$ cat src/rtl/spmv_row_mac_pkg.sv
// Shared definitions for the SpMV row multiply-accumulate stage.
// The upstream SRAM0 buffer reader uses the same width defaults.
package spmv_row_mac_pkg;

    localparam int SPMV_DATA_W   = 16;
    localparam int SPMV_NUM_ELEM = 16;
    localparam int SPMV_ACC_W    = 40;
    localparam int SPMV_ROW_W    = 8;

    typedef enum logic [1:0] {
        IDLE  = 2'd0,
        RUN   = 2'd1,
        DRAIN = 2'd2,
        DONE  = 2'd3
    } state_t;

endpackage

$ cat src/rtl/spmv_lane_mux.sv
// Selects one lane of the latched dense x vector by column index.
module spmv_lane_mux
    import spmv_row_mac_pkg::*;
#(
    parameter int DATA_W   = SPMV_DATA_W,
    parameter int NUM_ELEM = SPMV_NUM_ELEM
) (
    input  logic        [DATA_W*NUM_ELEM-1:0]   vec,
    input  logic        [$clog2(NUM_ELEM)-1:0]  sel,
    output logic signed [DATA_W-1:0]            lane
);

    logic [DATA_W-1:0] lanes [NUM_ELEM];

    genvar gi;
    generate
        for (gi = 0; gi < NUM_ELEM; gi++) begin : g_lane
            assign lanes[gi] = vec[gi*DATA_W +: DATA_W];
        end
    endgenerate

    assign lane = lanes[sel];

endmodule

$ cat src/rtl/spmv_row_mac.sv
// SpMV row MAC: latches x at job start, multiplies each CSR nonzero by x[col]
// and emits one signed accumulated result per row over valid/ready.
module spmv_row_mac
    import spmv_row_mac_pkg::*;
#(
    parameter int DATA_W   = SPMV_DATA_W,
    parameter int NUM_ELEM = SPMV_NUM_ELEM,
    parameter int ACC_W    = SPMV_ACC_W,
    parameter int ROW_W    = SPMV_ROW_W
) (
    input  logic                            i_clk,
    input  logic                            i_rstn,
    input  logic                            i_start,
    input  logic        [DATA_W*NUM_ELEM-1:0] i_in_vector,
    input  logic                            i_val_valid,
    output logic                            o_val_ready,
    input  logic signed [DATA_W-1:0]        i_val,
    input  logic        [$clog2(NUM_ELEM)-1:0] i_col,
    input  logic                            i_row_last,
    input  logic                            i_mat_last,
    output logic                            o_y_valid,
    input  logic                            i_y_ready,
    output logic signed [ACC_W-1:0]         o_y,
    output logic        [ROW_W-1:0]         o_y_row,
    output logic                            o_busy,
    output logic                            o_done
);

    state_t state_reg, state_next;

    logic        [DATA_W*NUM_ELEM-1:0] x_reg;
    logic signed [DATA_W-1:0]          x_sel;
    logic                              s1_valid_reg;
    logic                              s1_last_reg;
    logic signed [2*DATA_W-1:0]        s1_prod_reg;
    logic signed [ACC_W-1:0]           acc_reg;
    logic signed [ACC_W-1:0]           prod_ext;
    logic signed [ACC_W-1:0]           acc_sum;
    logic                              y_valid_reg;
    logic signed [ACC_W-1:0]           y_reg;
    logic        [ROW_W-1:0]           y_row_reg;
    logic        [ROW_W-1:0]           row_reg;
    logic                              settle_reg;
    logic                              accept;
    logic                              start_ok;
    logic                              row_done;

    spmv_lane_mux #(
        .DATA_W   (DATA_W),
        .NUM_ELEM (NUM_ELEM)
    ) u_lane_mux (
        .vec  (x_reg),
        .sel  (i_col),
        .lane (x_sel)
    );

    // One bubble after each result handoff keeps the post-row stall at three cycles minimum.
    assign o_val_ready = (state_reg == RUN) && !(s1_valid_reg && s1_last_reg)
                         && !y_valid_reg && !settle_reg;
    assign accept      = i_val_valid && o_val_ready;
    assign start_ok    = (state_reg == IDLE) && i_start;
    assign row_done    = s1_valid_reg && s1_last_reg;
    assign prod_ext    = {{(ACC_W-2*DATA_W){s1_prod_reg[2*DATA_W-1]}}, s1_prod_reg};
    assign acc_sum     = acc_reg + prod_ext;

    assign o_y_valid = y_valid_reg;
    assign o_y       = y_reg;
    assign o_y_row   = y_row_reg;
    assign o_busy    = (state_reg == RUN) || (state_reg == DRAIN);
    assign o_done    = (state_reg == DONE);

    always_comb begin
        state_next = state_reg;
        case (state_reg)
            IDLE:    if (i_start) state_next = RUN;
            RUN:     if (accept && i_mat_last) state_next = DRAIN;
            // The final result must be handed off before the job is reported done.
            DRAIN:   if (!s1_valid_reg && (!y_valid_reg || i_y_ready)) state_next = DONE;
            DONE:    state_next = IDLE;
            default: state_next = IDLE;
        endcase
    end

    always_ff @(posedge i_clk or negedge i_rstn) begin
        if (!i_rstn) begin
            state_reg    <= IDLE;
            x_reg        <= '0;
            s1_valid_reg <= 1'b0;
            s1_last_reg  <= 1'b0;
            s1_prod_reg  <= '0;
            acc_reg      <= '0;
            y_valid_reg  <= 1'b0;
            y_reg        <= '0;
            y_row_reg    <= '0;
            row_reg      <= '0;
            settle_reg   <= 1'b0;
        end else begin
            state_reg    <= state_next;
            s1_valid_reg <= accept;
            settle_reg   <= y_valid_reg && i_y_ready;

            if (start_ok) begin
                x_reg   <= i_in_vector;
                acc_reg <= '0;
                row_reg <= '0;
            end

            if (accept) begin
                s1_prod_reg <= i_val * x_sel;
                s1_last_reg <= i_row_last || i_mat_last;
            end

            if (y_valid_reg && i_y_ready) begin
                y_valid_reg <= 1'b0;
            end

            if (row_done) begin
                y_reg       <= acc_sum;
                y_row_reg   <= row_reg;
                y_valid_reg <= 1'b1;
                acc_reg     <= '0;
                row_reg     <= row_reg + 1'b1;
            end else if (s1_valid_reg) begin
                acc_reg <= acc_sum;
            end
        end
    end

endmodule
$ cat config.mk
export PLATFORM = sky130hd
export DESIGN_NAME = spmv_row_mac
export DESIGN_NICKNAME = d
export VERILOG_FILES = /design/src/rtl/spmv_row_mac_pkg.sv /design/src/rtl/spmv_lane_mux.sv /design/src/rtl/spmv_row_mac.sv
export SDC_FILE = /design/constraint.sdc
export NUM_CORES = 1
export LEC_CHECK = 0
export CORE_UTILIZATION = 62
export DETAILED_ROUTE_END_ITERATION = 12
export GPL_TIMING_DRIVEN = 0
export PLACE_DENSITY_LB_ADDON = 0.25
export SKIP_CTS_REPAIR_TIMING = 1
export SLEW_MARGIN = 30
export SYNTH_ARGS = -nofsm -noshare
export SYNTH_HDL_FRONTEND = slang
export SYNTH_SLANG_ARGS = --single-unit
export TNS_END_PERCENT = 1
$ cat constraint.sdc
create_clock -name i_clk -period 19.1 [get_ports i_clk]
set_clock_uncertainty 0.15 [all_clocks]
set_input_delay 1.91 -clock i_clk [delete_from_list [all_inputs] [get_ports i_clk]]
set_output_delay 1.91 -clock i_clk [all_outputs]
set_load 0.01 [all_outputs]
==> out/metrics.cfg <==
[hold_path]
holdPathStages=2
hold_class=flip-flop to flip-flop

[route]
drtIter0Drc=1413
dr.pass1.iters=5
post_drt_wl_per_cell_um=23.1
drcViolationCount=0
num_vias=20768
avgViaCountPerCell=5.93
routed.top_layer=met5
routed-wl-met2_mm=40.9
wl_met3_mm=5.84
wl_mm=80.8
ant_nets=0
wl_met1_mm=30.4

[placement]
hpwl_mm=63.8
numPortBuffers=330
dpl_cell_area_mm2=0.0326
dpl.cell_count=3417
gp_congestion=0.955
place_ws_ns=8.86

[worst_setup_path]
worstPathMaxFanout=10
path_class=input pin to flip-flop
worstPathRequired_ns=19.36
end_kind=flip-flop
rr_worst_depth=23
crit_arrival_ns=10.13
crit_path_start_kind=input pin

[timing]
setup_ws_ns=9.23
hold_violations=0
setup_viol=0
max_freq_ghz=0.101
grt_setup_unrepaired=false
slew_viol_final=0
slew_headroom_pct=29.8
min_period_over_period_pct=51.7
tightest_slew_ns=1.05
final.min_clock_period_ns=9.87

[global_route]
grt_first_pass_wirelength_mm=127
antenna_found_initial=13
grt_pass1_vias=22596
grt_max_degree=82
grt_use_total_pct=35.8
overflow=0

[yosys]
yosysSeqAreaShare_pct=34.3
synth-seq-cells=390
syn_nets=3155
synth_ff_type=dfrtp_1
synth_edf_count=0
syn_area_mm2=0.0285
yosys_warnings=0
ys_top_cells_by_area=dfrtp_1 34%, fa_1 19%, mux2_2 10%
yosysTopAreaCellShare_pct=34.3
avgSynthCellArea_um2=11.5
async_flop_share_pct=100
ys_types=79
yosysTopAreaCell=dfrtp_1
synth.most_common_cell=dfrtp_1
synthCells=2482
netlist_top_cells_count=390 x dfrtp_1, 314 x nand2_1, 311 x inv_1, 263 x fa_1, 260 x mux2_2

[run_status]
outcome=complete, no violations

[cells_and_area]
final_nets=3532
layout-drive-gt1-share_pct=16.1
syn_to_final_growth_pct=19.6
fin_cells=3500
multi_input_area_mm2=0.0170
fillers=3026
largest_reg_flops=256
stdcell_area_mm2=0.0340
seq_area_mm2=0.00976

[clock_network]
cts.htree.levels=2
insertion_delay_ns=0.59
cts_made_buffers=40
root_buffer=clkbuf_16
clkTransAtPathRegs_ns=0.06
cts_tree=done
clkSinkCount=390
cts_buffer_depth=3

[floorplan]
ios=335
coreArea_mm2=0.0453
fp-row-count=78
die_x_um=216
initial_utilization_pct=62.8
die_h_um=216
dieArea_mm2=0.0467

[job]
max_cap_violations=0

==> path summary, 6_finish.rpt <==
kind | end | startpoint | slack [ns]
setup / recovery | s1_prod_reg[31]$_DFFE_PN0P_ | i_col[1] | 9.23
hold / removal | o_y[15]$_DFFE_PN0P_ | o_y[15]$_DFFE_PN0P_ | 0.32
setup reg to reg | s1_prod_reg[29]$_DFFE_PN0P_ | x_reg[113]$_DFFE_PN0P_ | 11.07
hold reg to reg | o_y[15]$_DFFE_PN0P_ | o_y[15]$_DFFE_PN0P_ | 0.32
max in group asynchronous | x_reg[217]$_DFFE_PN0P_ | i_rstn | 15.92
min in group asynchronous | s1_prod_reg[13]$_DFFE_PN0P_ | i_rstn | 1.12
==> critical path, stage by stage <==
cell	delay, ns
buf_4	0.21
clkbuf_1	0.58
buf_2	0.44
mux4_2	0.41
mux2_2	0.34
o21ai_2	0.56
buf_4	0.35
nor2_1	0.08
fa_1	0.52
fa_1	0.44
fa_1	0.52
fa_1	0.43
fa_1	0.50
inv_1	0.05
fa_1	0.55
inv_1	0.07
ha_1	0.37
nand2_1	0.08
nor2_1	0.21
a221o_1	0.21
a31oi_2	0.08
o311ai_1	0.56
nand3_1	0.14
nand3b_1	0.15
nor4_1	0.05
a41oi_1	0.18
o211ai_1	0.11
==> placed cells by master, fill, tap and decap left out, drive strengths merged, types with 19 or more instances in the layout <==
master and count:
dfrtp 390, clkdlybuf4s50 329, inv 317, nand2 315, fa 263, mux2 262
and2 138, clkbuf 133, ha 127, o21ai 94, mux4 79, a21oi 64
nor2 46, xnor2 41, buf 41, a21o 32, a22o 31, xor2 28
nand3 19
==> stage by stage <==
stage / TNS [ns] / hold WS [ns] / utilization [%]
6_report: 0 / 0.322 / 75.1
4_1_cts: 0 / 0.326 / 75.1
5_1_grt: 0 / 0.356 / 75.1
3_5_place_dp: 0 / 0.312 / 72.1
2_1_floorplan: 0 / 0.295 / -
3_3_place_gp: -260.08 / 0.309 / 71.8
==> kinds of logic after synthesis <==
kind of cell             share of synthesized area [%]
adder cells (fa/ha/maj)                           24.1
buffers and inverters                             6.09
AND/OR/NAND/NOR                                   9.71
AO/OA/AOI/OAI                                     6.73
multiplexers                                      16.9
XOR/XNOR                                          2.12
flip-flops                                        34.3
==> area by class of cell <==
class                           instances  share of cell area [%]
Multi-Input combinational cell       1667                    49.9
Inverter                              314                    3.47
Clock inverter                         16                   0.636
Buffer                                111                    1.63
Antenna cell                           10                  0.0736
Clock buffer                           57                    3.31
Sequential cell                       390                    28.7
Tap cell                              600                    2.21
Timing Repair Buffer                  335                    10.1
==> metal layers <==
| metal | global-route usage (%) | vias up |
|---|---|---|
| li1 | - | 8998 |
| met1 | 43.7 | 10666 |
| met2 | 61.5 | 860 |
| met3 | 7.56 | 234 |
| met4 | 15.9 | 10 |
| met5 | 0 | - |
Power is left out: the tool's default activity adds up to more than one toggle a clock period on the data nets, which glitch-free logic cannot reach.
